[config.mk]
export PLATFORM = sky130hd
export DESIGN_NAME = exec_unit
export DESIGN_NICKNAME = d
export VERILOG_FILES = /design/src/rtl/exec_unit_pkg.sv /design/src/rtl/exec_unit_alu.sv /design/src/rtl/exec_unit_branch_unit.sv /design/src/rtl/exec_unit.sv
export SDC_FILE = /design/constraint.sdc
export NUM_CORES = 1
export LEC_CHECK = 0
export BUFFER_PORTS_ARGS = -buffer_cell sky130_fd_sc_hd__buf_2
export CORE_MARGIN = 8
export CORE_UTILIZATION = 50
export DETAILED_ROUTE_END_ITERATION = 10
export MAX_ROUTING_LAYER = met4
export PLACE_DENSITY = 0.68
export SKIP_LAST_GASP = 1
export SLEW_MARGIN = 20
export SYNTH_ARGS = -nofsm -noshare
export SYNTH_HDL_FRONTEND = slang
export SYNTH_SLANG_ARGS = --single-unit
[constraint.sdc]
create_clock -name clk -period 9.5 [get_ports clk]
set_input_delay 0.95 -clock clk [delete_from_list [all_inputs] [get_ports clk]]
set_output_delay 0.95 -clock clk [all_outputs]
set_load 0.01 [all_outputs]
[src/rtl/exec_unit_pkg.sv]
// exec_unit_pkg: shared ALU/branch opcode encodings and the execute stage register layout
package exec_unit_pkg;
  localparam logic [4:0] ALU_ADD    = 5'd0;
  localparam logic [4:0] ALU_SUB    = 5'd1;
  localparam logic [4:0] ALU_AND    = 5'd2;
  localparam logic [4:0] ALU_OR     = 5'd3;
  localparam logic [4:0] ALU_XOR    = 5'd4;
  localparam logic [4:0] ALU_NOR    = 5'd5;
  localparam logic [4:0] ALU_SLT    = 5'd6;
  localparam logic [4:0] ALU_SLTU   = 5'd7;
  localparam logic [4:0] ALU_SLL    = 5'd8;
  localparam logic [4:0] ALU_SRL    = 5'd9;
  localparam logic [4:0] ALU_SRA    = 5'd10;
  localparam logic [4:0] ALU_LUI    = 5'd11;
  localparam logic [4:0] ALU_PCLINK = 5'd12;
  localparam logic [3:0] BR_NONE = 4'd0;
  localparam logic [3:0] BR_BEQ  = 4'd1;
  localparam logic [3:0] BR_BNE  = 4'd2;
  localparam logic [3:0] BR_BLEZ = 4'd3;
  localparam logic [3:0] BR_BGTZ = 4'd4;
  localparam logic [3:0] BR_BLTZ = 4'd5;
  localparam logic [3:0] BR_BGEZ = 4'd6;
  localparam logic [3:0] BR_J    = 4'd7;
  localparam logic [3:0] BR_JR   = 4'd8;
  typedef struct packed {
    logic        dmem_we;
    logic        reg_we;
    logic        s_byte;
    logic        s_wrd;
    logic        s_a;
    logic        s_b;
    logic        s_rs;
    logic [3:0]  br_op;
    logic [4:0]  alu_op;
    logic [4:0]  wra;
    logic [25:0] low_pc;
    logic [31:0] rd1;
    logic [31:0] rd2;
    logic [31:0] num;
    logic [31:0] pc;
  } stage_t;
endpackage

[src/rtl/exec_unit_alu.sv]
// exec_unit_alu: combinational 32-bit ALU (ports: a, b, op -> y)
module exec_unit_alu
  import exec_unit_pkg::*;
(
  input  logic [31:0] a,
  input  logic [31:0] b,
  input  logic [4:0]  op,
  output logic [31:0] y
);
  always_comb begin
    y = '0;
    case (op)
      ALU_ADD:    y = a + b;
      ALU_SUB:    y = a - b;
      ALU_AND:    y = a & b;
      ALU_OR:     y = a | b;
      ALU_XOR:    y = a ^ b;
      ALU_NOR:    y = ~(a | b);
      ALU_SLT:    y = {31'b0, $signed(a) < $signed(b)};
      ALU_SLTU:   y = {31'b0, a < b};
      ALU_SLL:    y = b << a[4:0];
      ALU_SRL:    y = b >> a[4:0];
      ALU_SRA:    y = $signed(b) >>> a[4:0];
      ALU_LUI:    y = {b[15:0], 16'b0};
      ALU_PCLINK: y = a + 32'd8;
      default:    y = '0;
    endcase
  end
endmodule

[src/rtl/exec_unit_branch_unit.sv]
// exec_unit_branch_unit: combinational branch/jump resolution (ports: br_op, a, b, pc, low_pc -> next_pc, clr)
module exec_unit_branch_unit
  import exec_unit_pkg::*;
(
  input  logic [3:0]  br_op,
  input  logic [31:0] a,
  input  logic [31:0] b,
  input  logic [31:0] pc,
  input  logic [25:0] low_pc,
  output logic [31:0] next_pc,
  output logic        clr
);
  logic [31:0] seq, boff, target;
  logic        taken;
  assign seq  = pc + 32'd4;
  assign boff = seq + {{14{low_pc[15]}}, low_pc[15:0], 2'b00};
  always_comb begin
    taken  = 1'b0;
    target = boff;
    case (br_op)
      BR_BEQ:  taken = a == b;
      BR_BNE:  taken = a != b;
      BR_BLEZ: taken = a[31] || a == '0;
      BR_BGTZ: taken = !a[31] && a != '0;
      BR_BLTZ: taken = a[31];
      BR_BGEZ: taken = !a[31];
      BR_J: begin
        taken  = 1'b1;
        target = {seq[31:28], low_pc, 2'b00};
      end
      BR_JR: begin
        taken  = 1'b1;
        target = a;
      end
      default: taken = 1'b0;
    endcase
  end
  assign next_pc = taken ? target : seq;
  assign clr     = taken;
endmodule

[src/rtl/exec_unit.sv]
// exec_unit: execute stage register, operand select, ALU and branch resolution (decode-side i_* in, memory-side o_* out)
module exec_unit
  import exec_unit_pkg::*;
(
  input  logic        clk,
  input  logic        rstn,
  input  logic        i_dmemWe,
  input  logic        i_regWe,
  input  logic        i_sByte,
  input  logic        i_sWRD,
  input  logic        i_sA,
  input  logic        i_sB,
  input  logic        i_srs,
  input  logic        i_pause,
  input  logic [3:0]  i_brOP,
  input  logic [4:0]  i_aluOP,
  input  logic [4:0]  i_WRA,
  input  logic [25:0] i_lowPC,
  input  logic [31:0] i_rd1,
  input  logic [31:0] i_rd2,
  input  logic [31:0] i_num,
  input  logic [31:0] i_PC,
  output logic        o_dmemWe,
  output logic        o_regWe,
  output logic        o_sByte,
  output logic        o_sWRD,
  output logic [4:0]  o_WRA,
  output logic [31:0] o_rd2,
  output logic [31:0] o_aluOut,
  output logic [31:0] o_PC,
  output logic        o_clr
);
  stage_t r, d;
  logic [31:0] rs_a, op_a, op_b;
  assign d = '{dmem_we: i_dmemWe, reg_we: i_regWe, s_byte: i_sByte, s_wrd: i_sWRD,
               s_a: i_sA, s_b: i_sB, s_rs: i_srs, br_op: i_brOP, alu_op: i_aluOP,
               wra: i_WRA, low_pc: i_lowPC, rd1: i_rd1, rd2: i_rd2, num: i_num, pc: i_PC};
  always_ff @(posedge clk or negedge rstn)
    if (!rstn) r <= '0;
    else if (!i_pause) r <= d;
  assign rs_a = r.s_rs ? r.pc : r.rd1;
  assign op_a = r.s_a ? r.num : rs_a;
  assign op_b = r.s_b ? r.rd2 : r.num;
  exec_unit_alu u_alu (
    .a  (op_a),
    .b  (op_b),
    .op (r.alu_op),
    .y  (o_aluOut)
  );
  exec_unit_branch_unit u_br (
    .br_op   (r.br_op),
    .a       (r.rd1),
    .b       (r.rd2),
    .pc      (r.pc),
    .low_pc  (r.low_pc),
    .next_pc (o_PC),
    .clr     (o_clr)
  );
  assign o_dmemWe = r.dmem_we;
  assign o_regWe  = r.reg_we;
  assign o_sByte  = r.s_byte;
  assign o_sWRD   = r.s_wrd;
  assign o_WRA    = r.wra;
  assign o_rd2    = r.rd2;
endmodule

# Word level (Yosys, flattened, before mapping)
# Index checks and enable logic that the tools add are counted.
[classes] n_reduce_logical=7 mux=7 n_eq_ne=22 n_bitwise=4 n_addsub=5 n_lt_le_gt_ge=2 shifts=3
[op_table] cell="case mux 32 bit (13 select lines)" count=1
[op_table] cell="two-way mux 32 bit" count=4
[op_table] cell="adder 32 bit" count=2
[op_table] cell="less-than comparator 32 bit" count=2
[op_table] cell="case mux 32 bit (2 select lines)" count=1
[op_table] cell="adder 32 x 3 -> 32 bit, second input constant" count=1
[op_table] cell="adder 32 x 4 -> 32 bit, second input constant" count=1
[op_table] cell="AND 32 bit" count=1
[op_table] cell="== test 32 bit" count=1
[op_table] cell="logical NOT 32 bit" count=1
[op_table] cell="inequality test 32 bit" count=1
[op_table] cell="inverter 32 bit" count=1
[op_table] cell="bitwise OR 32 bit" count=1
[op_table] cell="nonzero test 32 bit" count=1
[op_table] cell="<< shifter 32 x 5 -> 32 bit" count=1
[op_table] cell="right shift 32 x 5 -> 32 bit" count=1
[op_table] cell=">>> shifter 32 x 5 -> 32 bit" count=1
[op_table] cell="subtractor 32 bit" count=1
[op_table] cell="bitwise XOR 32 bit" count=1
[op_table] cell="== test 5 x 4 -> 1 bit, second input constant" count=5
[op_table] cell="== test 5 x 3 -> 1 bit, second input constant" count=4
[op_table] cell="== test 4 x 3 -> 1 bit, second input constant" count=4
[op_table] cell="== test 5 x 2 -> 1 bit, second input constant" count=2
[op_table] cell="== test 4 x 2 -> 1 bit, second input constant" count=2
[op_table] cell="9 further kinds" count=9
[word_totals] out_inout_bits=106 regBits=175 in_bits=178

# Depth between registers and ports, before layout
[logic_depth] depth_word=5 ltp_mapped=21

# Modules after synthesis
# Synthesis repeated with hierarchy kept, for this count alone.
[unflattened] cells_unflattened=2527 hier_area_um2=20986.4
[modules_own_cells] module="exec_unit_alu" cells_each=1471 area_per_inst_um2=9644.2 instances=1
[modules_own_cells] module="exec_unit" cells_each=549 area_per_inst_um2=7861.3 instances=1
[modules_own_cells] module="exec_unit_branch_unit" cells_each=507 area_per_inst_um2=3480.8 instances=1

# Worst setup path before layout
# No wires, ideal clock.
[synth_timing] path_kind="reg2out" from="register r[168] (netlist bit)" to="output port o_aluOut[30]" slack_ns=3.971 arrival_ns=4.579 stages_incl_launch_ff=21 path_buffers=5 required_ns=8.550 path_cell_list="dfrtp_1 buf_4 buf_4 mux2i_1 mux2_2 buf_2 buf_1 clkbuf_1 ha_1 inv_1 fa_1 nor2b_1 o21a_1 o21ai_0 a31oi_1 o22ai_1 o21ai_0 a31oi_1 o31ai_1 nor4b_1 o32ai_1"
[synth_via] elab_chain_cells=5
[synth_lines] element="start, declared" line_no="exec_unit.sv:33" text="stage_t r, d;"
[synth_lines] element="start signal, assigned" line_no="exec_unit.sv:39" text="if (!rstn) r <= '0;"
[synth_lines] element="start signal, assigned" line_no="exec_unit.sv:40" text="else if (!i_pause) r <= d;"
[synth_lines] element="two-way mux 32 bit *" line_no="exec_unit.sv:41" text="assign rs_a = r.s_rs ? r.pc : r.rd1;"
[synth_lines] element="two-way mux 32 bit *" line_no="exec_unit.sv:42" text="assign op_a = r.s_a ? r.num : rs_a;"
[synth_lines] element="parallel branches: the longest is 2 deep, another holds adder 32 x 4 -> 32 bit"
[synth_lines] element="case mux 32 bit (13 select lines) *" line_no="exec_unit_alu.sv:12" text="case (op)"
[synth_lines] element="end, declared" line_no="exec_unit.sv:29" text="output logic [31:0] o_aluOut,"
# Every way passes the cells marked *.

# Worst setup path after layout
# Same ends and word-level chain as after synthesis.

==> flow_summary_export.csv <==
group,metric,value,unit
power,vdd_drop_max,0.0001387,V
power,power_switching,2206,µW
floorplanning,dieArea,47210,µm²
drt,first_pass_iters,7,
cts,root_buffer,"clkbuf_16",
worst_setup_path,critPathMaxFanout,26,
placed_design,numPortBuffers,283,
placed_design,dp_hpwl,73740,µm
sta,hold_viol_final,0,
placed_design,routabilityCongestion,1.111,
floorplanning,io_pins,284,
worst_setup_path,r2r-start,"r[168]",
sta,max_freq,0.1318,GHz
synth,synth_area_leaders,"dfrtp_1 (22%), mux2_2 (12%), ha_1 (8.6%)",
worst_hold_path,hp-start,"o_sWRD",
synth,synth_area,20260,µm²
sta,worstMarginPinSlew,1.239,ns
cts,cts_hold_buffers,0,
worst_setup_path,cp.arrival,6.64,ns
synth,synth_seq_area_share,21.62,%
grt,antenna_found_initial,3,
cts,cts_tree,"done",
synth,yosys.cell_types.count,84,
floorplanning,fp-row-count,73,
cts,post_cts_resized,0,
sta,fin_setup_tns,0,ns
sta,min_period,7.590,ns
power,seqPwrFrac,22.2,%
sta,setup_viol,0,
grt,grt_pass1_vias,21010,
drt,drt_iter0_markers,3170,
outcome,status,"completed",
drt,wl_met3,10770,µm
grt,grt_pass1_wl,137400,µm
drt,routed_wl,94130,µm
sta,drv_slew,0,
cts,post_cts_buffers,0,
sta,fin_crit_sh,79.89,%
floorplanning,fp.dieW,217.3,µm
worst_setup_path,critPathCaptureType,"output port",
cts,cts_buffers,17,
synth,synthArstFlopShare,100.0,%
cts,cts.clk_slew.worst_paths,0.07,ns
synth,synth_top_area_share,21.62,%
power,combPwrFrac,61.7,%
floorplanning,start_util,50.87,%
synth,synth-edff-count,0,
sta,fin_skew,0,ns
cts,clk_latency,0.45,ns
drt,wl_met2,41800,µm
synth,ys.flop_type,"dfrtp_1",
worst_setup_path,critPathLaunch,"r[168]",
floorplanning,die_y,217.3,µm
layout,fillers,3825,
power,leakage,0.009854,µW
grt,grt_usage,39.34,%
drt,wl_met1,36850,µm
synth,avgSynthCellArea,8.163,µm²
worst_setup_path,cp-start-kind,"flip-flop",
drt,wl_per_cell,29.75,µm
cts,htreeDepth,4,
drt,ant_nets,0,
grt,grt_max_degree,110,
power,power_density,191.9,nW/µm²
power,switching_share,51.56,%
layout,drive_above_1_share,23.37,%
drt,drc,0,
worst_hold_path,hp-class,"reg2reg",
sta,slew_headroom,17.15,%
drt,avgViaCountPerCell,6.863,
synth,yosysTopAreaCell,"dfrtp_1",
synth,syn_nets,2802,
grt,grt.overflow.total,0,
power,p_clk_share,16.1,%
placed_design,place_inst,3129,
layout,area_growth,10.05,%
cts,cts_max_path_buffers,2,
flow_run,cap_violations,0,
worst_setup_path,crit_required,8.55,ns
layout,multi_input_area,14550,µm²
drt,vias,21710,
sta,rsz0062_at_grt,"no",
synth,synth_warnings,0,
synth,synth-seq-cells,175,
worst_setup_path,critical_path_class,"reg2out",
synth,syn_inst,2482,
layout,seq_area,4382,µm²
drt,top_layer,"met4",
floorplanning,coreArea,39820,µm²
layout,final_nets,2943,
layout,finalNonFillerCells,3164,
power,p_int,2072,µW
cts,cts.sinks,175,
-- synth_stat cells (51+ instances only) --
| cell type | instances |
|---|---|
| inv_1 | 104 |
| xor2_1 | 51 |
| xnor2_1 | 67 |
| clkbuf_1 | 113 |
| dfrtp_1 | 175 |
| mux2_2 | 219 |
| nor2_1 | 222 |
| mux2i_1 | 110 |
| a21oi_1 | 189 |
| ha_1 | 139 |
| o21ai_0 | 157 |
| nand2_1 | 216 |
-- cell families (layout without fill, tap and decap cells) --
kind of cell               after synthesis  count (layout)  share of synthesized area [%]
AOI/OAI and AO/OA                      746             746                          24.25
adders and majority gates              142             142                          8.881
buffers and inverters                  309             463                          6.763
DFF                                    175             175                          21.62
muxes                                  340             340                          18.70
other                                    0               3                              0
and+or+nand+nor                        652             652                          14.69
xor gates and xnor gates               118             118                          5.101
-- worst max-delay path, stage by stage, from the launching register on --
cell	delay (ns)
dfrtp_2	0.49
buf_4	0.45
mux2_2	0.39
mux2i_1	0.61
inv_1	0.20
ha_1	0.47
a2111oi_0	0.44
a21oi_1	0.10
o211ai_1	0.24
o211ai_1	0.31
a41o_1	0.37
a21oi_1	0.17
o21bai_1	0.14
nor4_1	0.38
nor4_1	0.10
o32ai_1	1.01
buf_2	0.31
-- per-layer routing --
metal | vias to the layer above | GRT usage, %
met5 | - | -
met4 | 0 | 18.49
met3 | 271 | 9.279
met2 | 1512 | 59.43
met1 | 10520 | 49.33
li1 | 9411 | -
-- worst paths after layout --
kind	endpoint	cells after the start	slack (ns)
max	o_aluOut[30]	16	1.91
min	o_sWRD	1	0.51
max reg2reg	r[168]	2	8.24
min reg2reg	o_sWRD	1	0.51
max in group asynchronous	r[14]	2	7.46
min in group asynchronous	r[107]	1	0.57
-- cell usage in the layout (no fill, tap or decap), drive strengths merged, types with 13 or more instances in the layout --
cell	Yosys	layout
a21o	30	30
o211ai	50	50
nor2b	16	16
mux2	219	219
o21ai	162	162
nor2	222	222
clkbuf	113	17
ha	139	139
nand3	42	42
inv	108	115
o21a	28	28
o221ai	15	15
a31oi	28	28
xnor2	67	67
nor3	36	36
a21oi	189	189
a211oi	30	30
o22ai	18	18
mux2i	113	113
nor4	27	27
a221oi	35	35
o21bai	17	17
a222oi	17	17
dfrtp	175	175
xor2	51	51
nand2b	13	13
nand4	17	17
and3	27	27
buf	85	320
nand2	216	216
a22oi	30	30
-- through the flow --
stage / util, % / total power, µW / setup WS [ns] / area, µm² / hold WS [ns]
finish: 55.99 / 4278 / 1.910 / 22300 / 0.5126
floorplan: - / 2579 / 3.971 / 20260 / 0.4794
global placement: 54.53 / 3465 / 2.664 / 21710 / 0.4856
detailed placement: 54.53 / 3477 / 2.726 / 21710 / 0.4952
global route: 55.99 / 4455 / 1.622 / 22300 / 0.5297
CTS: 55.96 / 4173 / 2.219 / 22290 / 0.5131
-- cell type report --
cell class                      instances  share of cell area [%]
Timing Repair Buffer                  320                   7.655
Clock buffer                           17                   1.908
Clock inverter                         15                  0.6510
Antenna cell                            3                 0.03367
Sequential cell                       175                   19.65
Inverter                              111                   1.874
Tap cell                              525                   2.946
Multi-Input combinational cell       1998                   65.28
-- state kept, by name (all words and copies together), names as in the netlist --
| register | flops |
|---|---|
| o_sWRD | 1 |
| o_dmemWe | 1 |
| o_WRA | 5 |
| o_regWe | 1 |
| o_rd2 | 32 |
| o_sByte | 1 |
| r | 134 |
-- power groups by stage --
stage	combinational (µW)	sequential (µW)	clock [µW]
global placement	2510	954	0
CTS	2540	942	695
global route	2780	955	719
finish	2640	949	688
floorplan	1680	894	0
detailed placement	2520	956	0
Power figures use the tool's default switching activity.
